[config.mk]
export PLATFORM = sky130hd
export DESIGN_NAME = fpu_request_controller
export DESIGN_NICKNAME = d
export VERILOG_FILES = /design/src/rtl/fpu_request_controller.sv
export SDC_FILE = /design/constraint.sdc
export NUM_CORES = 1
export LEC_CHECK = 0
export CAP_MARGIN = 10
export CORE_MARGIN = 10
export CORE_UTILIZATION = 46
export DETAILED_ROUTE_END_ITERATION = 12
export PLACE_DENSITY = 0.95
export SLEW_MARGIN = 5
export SYNTH_ARGS = -nofsm -noshare
export SYNTH_HDL_FRONTEND = slang
export SYNTH_SLANG_ARGS = --single-unit
[constraint.sdc]
create_clock -name clk -period 4.5 [get_ports clk]
set_input_delay 0.45 -clock clk [delete_from_list [all_inputs] [get_ports clk]]
set_output_delay 0.45 -clock clk [all_outputs]
set_load 0.01 [all_outputs]
[src/rtl/fpu_request_controller.sv]
// Request controller for the fixed-point unit: accepts one operation, qualifies the unit's
// ready with a per-operation minimum latency and a timeout, then returns a tagged response.
module fpu_request_controller #(
    parameter int WIDTH    = 32,
    parameter int TAG_W    = 5,
    parameter int MUL_LAT  = 6,
    parameter int SQRT_LAT = 24,
    parameter int TIMEOUT  = 64
) (
    input  logic             clk,
    input  logic             reset,
    input  logic             req_valid,
    output logic             req_ready,
    input  logic [1:0]       req_operation,
    input  logic [WIDTH-1:0] req_operand_1,
    input  logic [WIDTH-1:0] req_operand_2,
    input  logic [TAG_W-1:0] req_tag,
    output logic [1:0]       fpu_operation,
    output logic [WIDTH-1:0] fpu_operand_1,
    output logic [WIDTH-1:0] fpu_operand_2,
    input  logic [WIDTH-1:0] fpu_result,
    input  logic             fpu_ready,
    output logic             rsp_valid,
    input  logic             rsp_ready,
    output logic [WIDTH-1:0] rsp_result,
    output logic [TAG_W-1:0] rsp_tag,
    output logic             rsp_error,
    output logic             busy
);

    localparam logic [1:0] FPU_ADD  = 2'd0;
    localparam logic [1:0] FPU_SUB  = 2'd1;
    localparam logic [1:0] FPU_MUL  = 2'd2;
    localparam logic [1:0] FPU_SQRT = 2'd3;
    localparam int         CNT_W    = $clog2(TIMEOUT) + 1;

    typedef enum logic [1:0] {S_IDLE, S_WAIT, S_RESP} state_t;

    state_t             state, state_nxt;
    logic [1:0]         op_q;
    logic [WIDTH-1:0]   opnd1_q, opnd2_q;
    logic [TAG_W-1:0]   tag_q;
    logic [CNT_W-1:0]   lat_last_q;
    logic [CNT_W-1:0]   wait_cnt;
    logic [WIDTH-1:0]   result_q;
    logic               error_q;
    logic               accept, capture, timeout, rsp_done;

    // Last WAIT count value (LAT-1) before which fpu_ready is ignored for this operation.
    function automatic logic [CNT_W-1:0] lat_last(input logic [1:0] op);
        case (op)
            FPU_MUL:  lat_last = CNT_W'(MUL_LAT - 1);
            FPU_SQRT: lat_last = CNT_W'(SQRT_LAT - 1);
            default:  lat_last = '0;
        endcase
    endfunction

    assign accept   = (state == S_IDLE) && req_valid;
    assign capture  = (state == S_WAIT) && (wait_cnt >= lat_last_q) && (fpu_ready == 1'b1);
    assign timeout  = (state == S_WAIT) && !capture && (wait_cnt == CNT_W'(TIMEOUT - 1));
    assign rsp_done = (state == S_RESP) && rsp_ready;

    always_ff @(posedge clk or negedge reset) begin
        if (!reset) state <= S_IDLE;
        else        state <= state_nxt;
    end

    always_comb begin
        state_nxt = state;
        case (state)
            S_IDLE:  if (accept) state_nxt = S_WAIT;
            S_WAIT:  if (capture || timeout) state_nxt = S_RESP;
            S_RESP:  if (rsp_done) state_nxt = S_IDLE;
            default: state_nxt = S_IDLE;
        endcase
    end

    // Request latch on accept; result/error capture and latency counting while waiting.
    always_ff @(posedge clk or negedge reset) begin
        if (!reset) begin
            op_q       <= FPU_ADD;
            opnd1_q    <= '0;
            opnd2_q    <= '0;
            tag_q      <= '0;
            lat_last_q <= '0;
            wait_cnt   <= '0;
            result_q   <= '0;
            error_q    <= 1'b0;
        end else if (accept) begin
            op_q       <= req_operation;
            opnd1_q    <= req_operand_1;
            opnd2_q    <= req_operand_2;
            tag_q      <= req_tag;
            lat_last_q <= lat_last(req_operation);
            wait_cnt   <= '0;
        end else if (state == S_WAIT) begin
            if (capture) begin
                result_q <= fpu_result;
                error_q  <= 1'b0;
            end else if (timeout) begin
                result_q <= '0;
                error_q  <= 1'b1;
            end else begin
                wait_cnt <= wait_cnt + CNT_W'(1);
            end
        end
    end

    // Outside WAIT the unit sees a harmless ADD of zeros so multi-cycle engines stay idle.
    assign fpu_operation = (state == S_WAIT) ? op_q    : FPU_ADD;
    assign fpu_operand_1 = (state == S_WAIT) ? opnd1_q : '0;
    assign fpu_operand_2 = (state == S_WAIT) ? opnd2_q : '0;

    assign req_ready  = (state == S_IDLE);
    assign busy       = (state != S_IDLE);
    assign rsp_valid  = (state == S_RESP);
    assign rsp_result = result_q;
    assign rsp_tag    = tag_q;
    assign rsp_error  = error_q;

endmodule

==> flow_summary_export.csv <==
group,metric,value,unit
place,gp_congestion,0.850,
critical_path,worstPathRequired,4050,ps
pwr,p_leak,3.69,nW
timing,relSlewSlack,28.1,%
synth,yosys.area.top_type,"dfrtp_1",
synth,synth_top_area_share,56.7,%
critical_path,reg2reg_slack,1930,ps
final_layout,antenna_cells,0,
critical_path,worstSetupEndpointType,"primary output",
synth,synth_area_leaders,"dfrtp_1 57%, nand2_1 21%, and2_1 8.3%, o21ai_0 3.6%, clkbuf_1 1.3%",
timing,finalCritPeriodShare,65.4,%
critical_path,path_cells,"and2b_4, and2_1, clkdlybuf4s50_1",
final_layout,n_fill_cell,787,
final_layout,final_area,0.00788,mm2
pwr,ir_worst_vdd,0.000340,V
timing,finalSetupTns,0,ps
floorplanning,die_h,125,um
global_route,grt-ovfl-total,0,
detailed_routing,viasPerCell,4.85,
final_layout,syn_to_final_growth,55.3,%
critical_path,crit_buf_inv,1,
critical_path,slowest_delay,700,ps
clocking,cts_setup_buffers,0,
synth,synth_edf_count,0,
timing,min_period,2940,ps
global_route,grt_pass1_wl,25.0,mm
detailed_routing,drt_wl_total,15.4,mm
clocking,cts_root_buffer,"clkbuf_8",
pwr,fin_total_pwr,5.59,mW
synth,synthFlopType,"dfrtp_1",
critical_path,critical-path-slowest-cell,"and2b_4",
critical_path,reg2reg_depth,6,
hold_path,hold_class,"in2async",
critical_path,crit_arrival,2490,ps
synth,netlist_instances,585,
place,portBuffers,214,
floorplanning,num_rows,38,
clocking,cts_max_level,4,
floorplanning,boundaryPins,215,
synth,avgSynthCellArea,8.67,um2
clocking,cts_tree,"yes",
place,hpwl,11.0,mm
clocking,cts_buffer_depth,2,
critical_path,rr_startpoint,"state[1]$_DFFE_PN0P_",
clocking,cts_inserted_buffers,17,
critical_path,cp_max_fo,69,
floorplanning,die_x,125,um
floorplanning,initial_utilization,46.8,%
synth,syn_nets,698,
detailed_routing,postRouteAntennaNets,0,
timing,worst_slew_pin_slew,1080,ps
floorplanning,die_area,0.0156,mm2
clocking,cts_hold_buf,1,
global_route,grt_start_max_net_pins,70,
outcome,status,"finished clean",
synth,synth_seq_cells,115,
job,maxCapViolations,0,
clocking,clk_latency,510,ps
synth,ys_top_cells_by_count,"284 x nand2_1, 115 x dfrtp_1, 67 x and2_1",
synth,synth_most_common_cell,"nand2_1",
detailed_routing,vias,4567,
detailed_routing,wl_per_cell,16.3,um
global_route,grt_use_total,19.5,%
critical_path,crit_type,"reg2out",
timing,setup_violations,0,
synth,syn_area,0.00507,mm2
critical_path,critPathTopFamily,"simple AND/OR/NAND/NOR gates",
final_layout,drive_gt1_share,5.36,%
synth,synth_warnings,0,
clocking,cts.clk_slew.worst_paths,50,ps
timing,hold_viol,0,
critical_path,r2r-end,"wait_cnt[5]$_DFFE_PN0P_",
timing,rsz0062_at_grt,"no",
clocking,cts_resized,0,
detailed_routing,drt_first_iter_violations,327,
timing,fin_hold_ws,272,ps
global_route,grt_pass1_vias,4747,
detailed_routing,drtPass1Iterations,4,
timing,max_freq,340,MHz
final_layout,nNetsFinal,902,
place,placed_cell_area,0.00726,mm2
critical_path,start_kind,"register",
floorplanning,core_area,0.0108,mm2
timing,drv_slew,0,
final_layout,final_util,72.7,%
timing,final.setup_skew,5.13,ps
pwr,p_per_area,710,mW/mm2
synth,async_flop_share,100,%
global_route,grt_antenna_before_repair,0,
detailed_routing,drc,0,
clocking,cts_sinks,115,
synth,yosysUniqueCellTypes,32,
synth,yosysSeqAreaShare,56.7,%
## placed cells by master, fill, tap and decap left out, types with 2 or more instances in the layout
cell type / netlist / final
buf_4: 2 / 6
nand2_1: 284 / 283
or4_1: 4 / 4
clkdlybuf4s50_1: 0 / 213
clkbuf_1: 18 / 3
o211ai_1: 2 / 2
nor2_1: 6 / 6
ha_1: 5 / 5
mux2i_1: 2 / 2
o21ai_0: 36 / 36
clkinv_2: 0 / 4
inv_1: 8 / 8
clkbuf_8: 0 / 3
nand3_1: 5 / 5
clkinvlp_4: 0 / 2
dfrtp_1: 115 / 115
and2_1: 67 / 66
bufinv_16: 0 / 4
clkbuf_16: 0 / 16
## through the flow
stage          std cells  worst slack [ps]
2_1_floorplan        585              2550
3_3_place_gp         909              2000
3_5_place_dp         909              1920
4_1_cts              942              1530
5_1_grt              942              1440
6_report             942              1560
## per-layer routing
layer | up-vias | share of wire [%] | track usage, %
met5 | - | 0 | 0
li1 | 2224 | - | -
met2 | 178 | 48 | 31.0
met3 | 21 | 11 | 9.80
met4 | 0 | 1.9 | 6.91
met1 | 2144 | 39 | 22.2
## state kept, by name (all words and copies together), names as in the netlist
signal and flops:
opnd1_q 32, opnd2_q 32, rsp_result 32, wait_cnt 7, rsp_tag 5, lat_last_q 2, op_q 2, state 2
rsp_error 1
## cell families (layout without fill, tap and decap cells)
kind of cell               count (synthesis)  count (layout)  synth area share (%)
DFF                                      115             115                  56.7
buffers and inverters                     43             260                  4.07
and+or+nand+nor                          375             375                  32.6
adders and majority gates                  5               5                  1.23
muxes                                      2               2                 0.395
AOI/OAI and AO/OA                         45              45                  5.03
## worst max path at each step
stage / slack (ps) / endpoint / start / depth (start not counted)
2_1_floorplan: 2550 / wait_cnt[4]$_DFFE_PN0P_ / wait_cnt[2]$_DFFE_PN0P_ / 7
3_3_place_gp: 2000 / wait_cnt[5]$_DFFE_PN0P_ / state[1]$_DFFE_PN0P_ / 6
3_5_place_dp: 1920 / rsp_result[20]$_DFFE_PN0P_ / state[1]$_DFFE_PN0P_ / 5
4_1_cts: 1530 / fpu_operand_2[0] / state[1]$_DFFE_PN0P_ / 3
5_1_grt: 1440 / fpu_operand_1[6] / state[1]$_DFFE_PN0P_ / 3
6_report: 1560 / fpu_operand_2[0] / state[1]$_DFFE_PN0P_ / 3
## report_power, final
group / internal [mW] / switching (mW) / leakage [nW]
clock: 0.924 / 0.460 / 0.295
combinational: 1.22 / 1.20 / 1.96
sequential: 1.52 / 0.263 / 1.43
## final cells by class
cell class	instances	area, um2	area share (%)
clock buffer	22	453	5.75
inverter	8	30.0	0.381
tap	140	175	2.22
clock inverter	10	155	1.97
multi-input combinational	427	2000	25.4
timing repair buffer	220	2190	27.8
sequential	115	2880	36.5
Power figures use the tool's default switching activity.
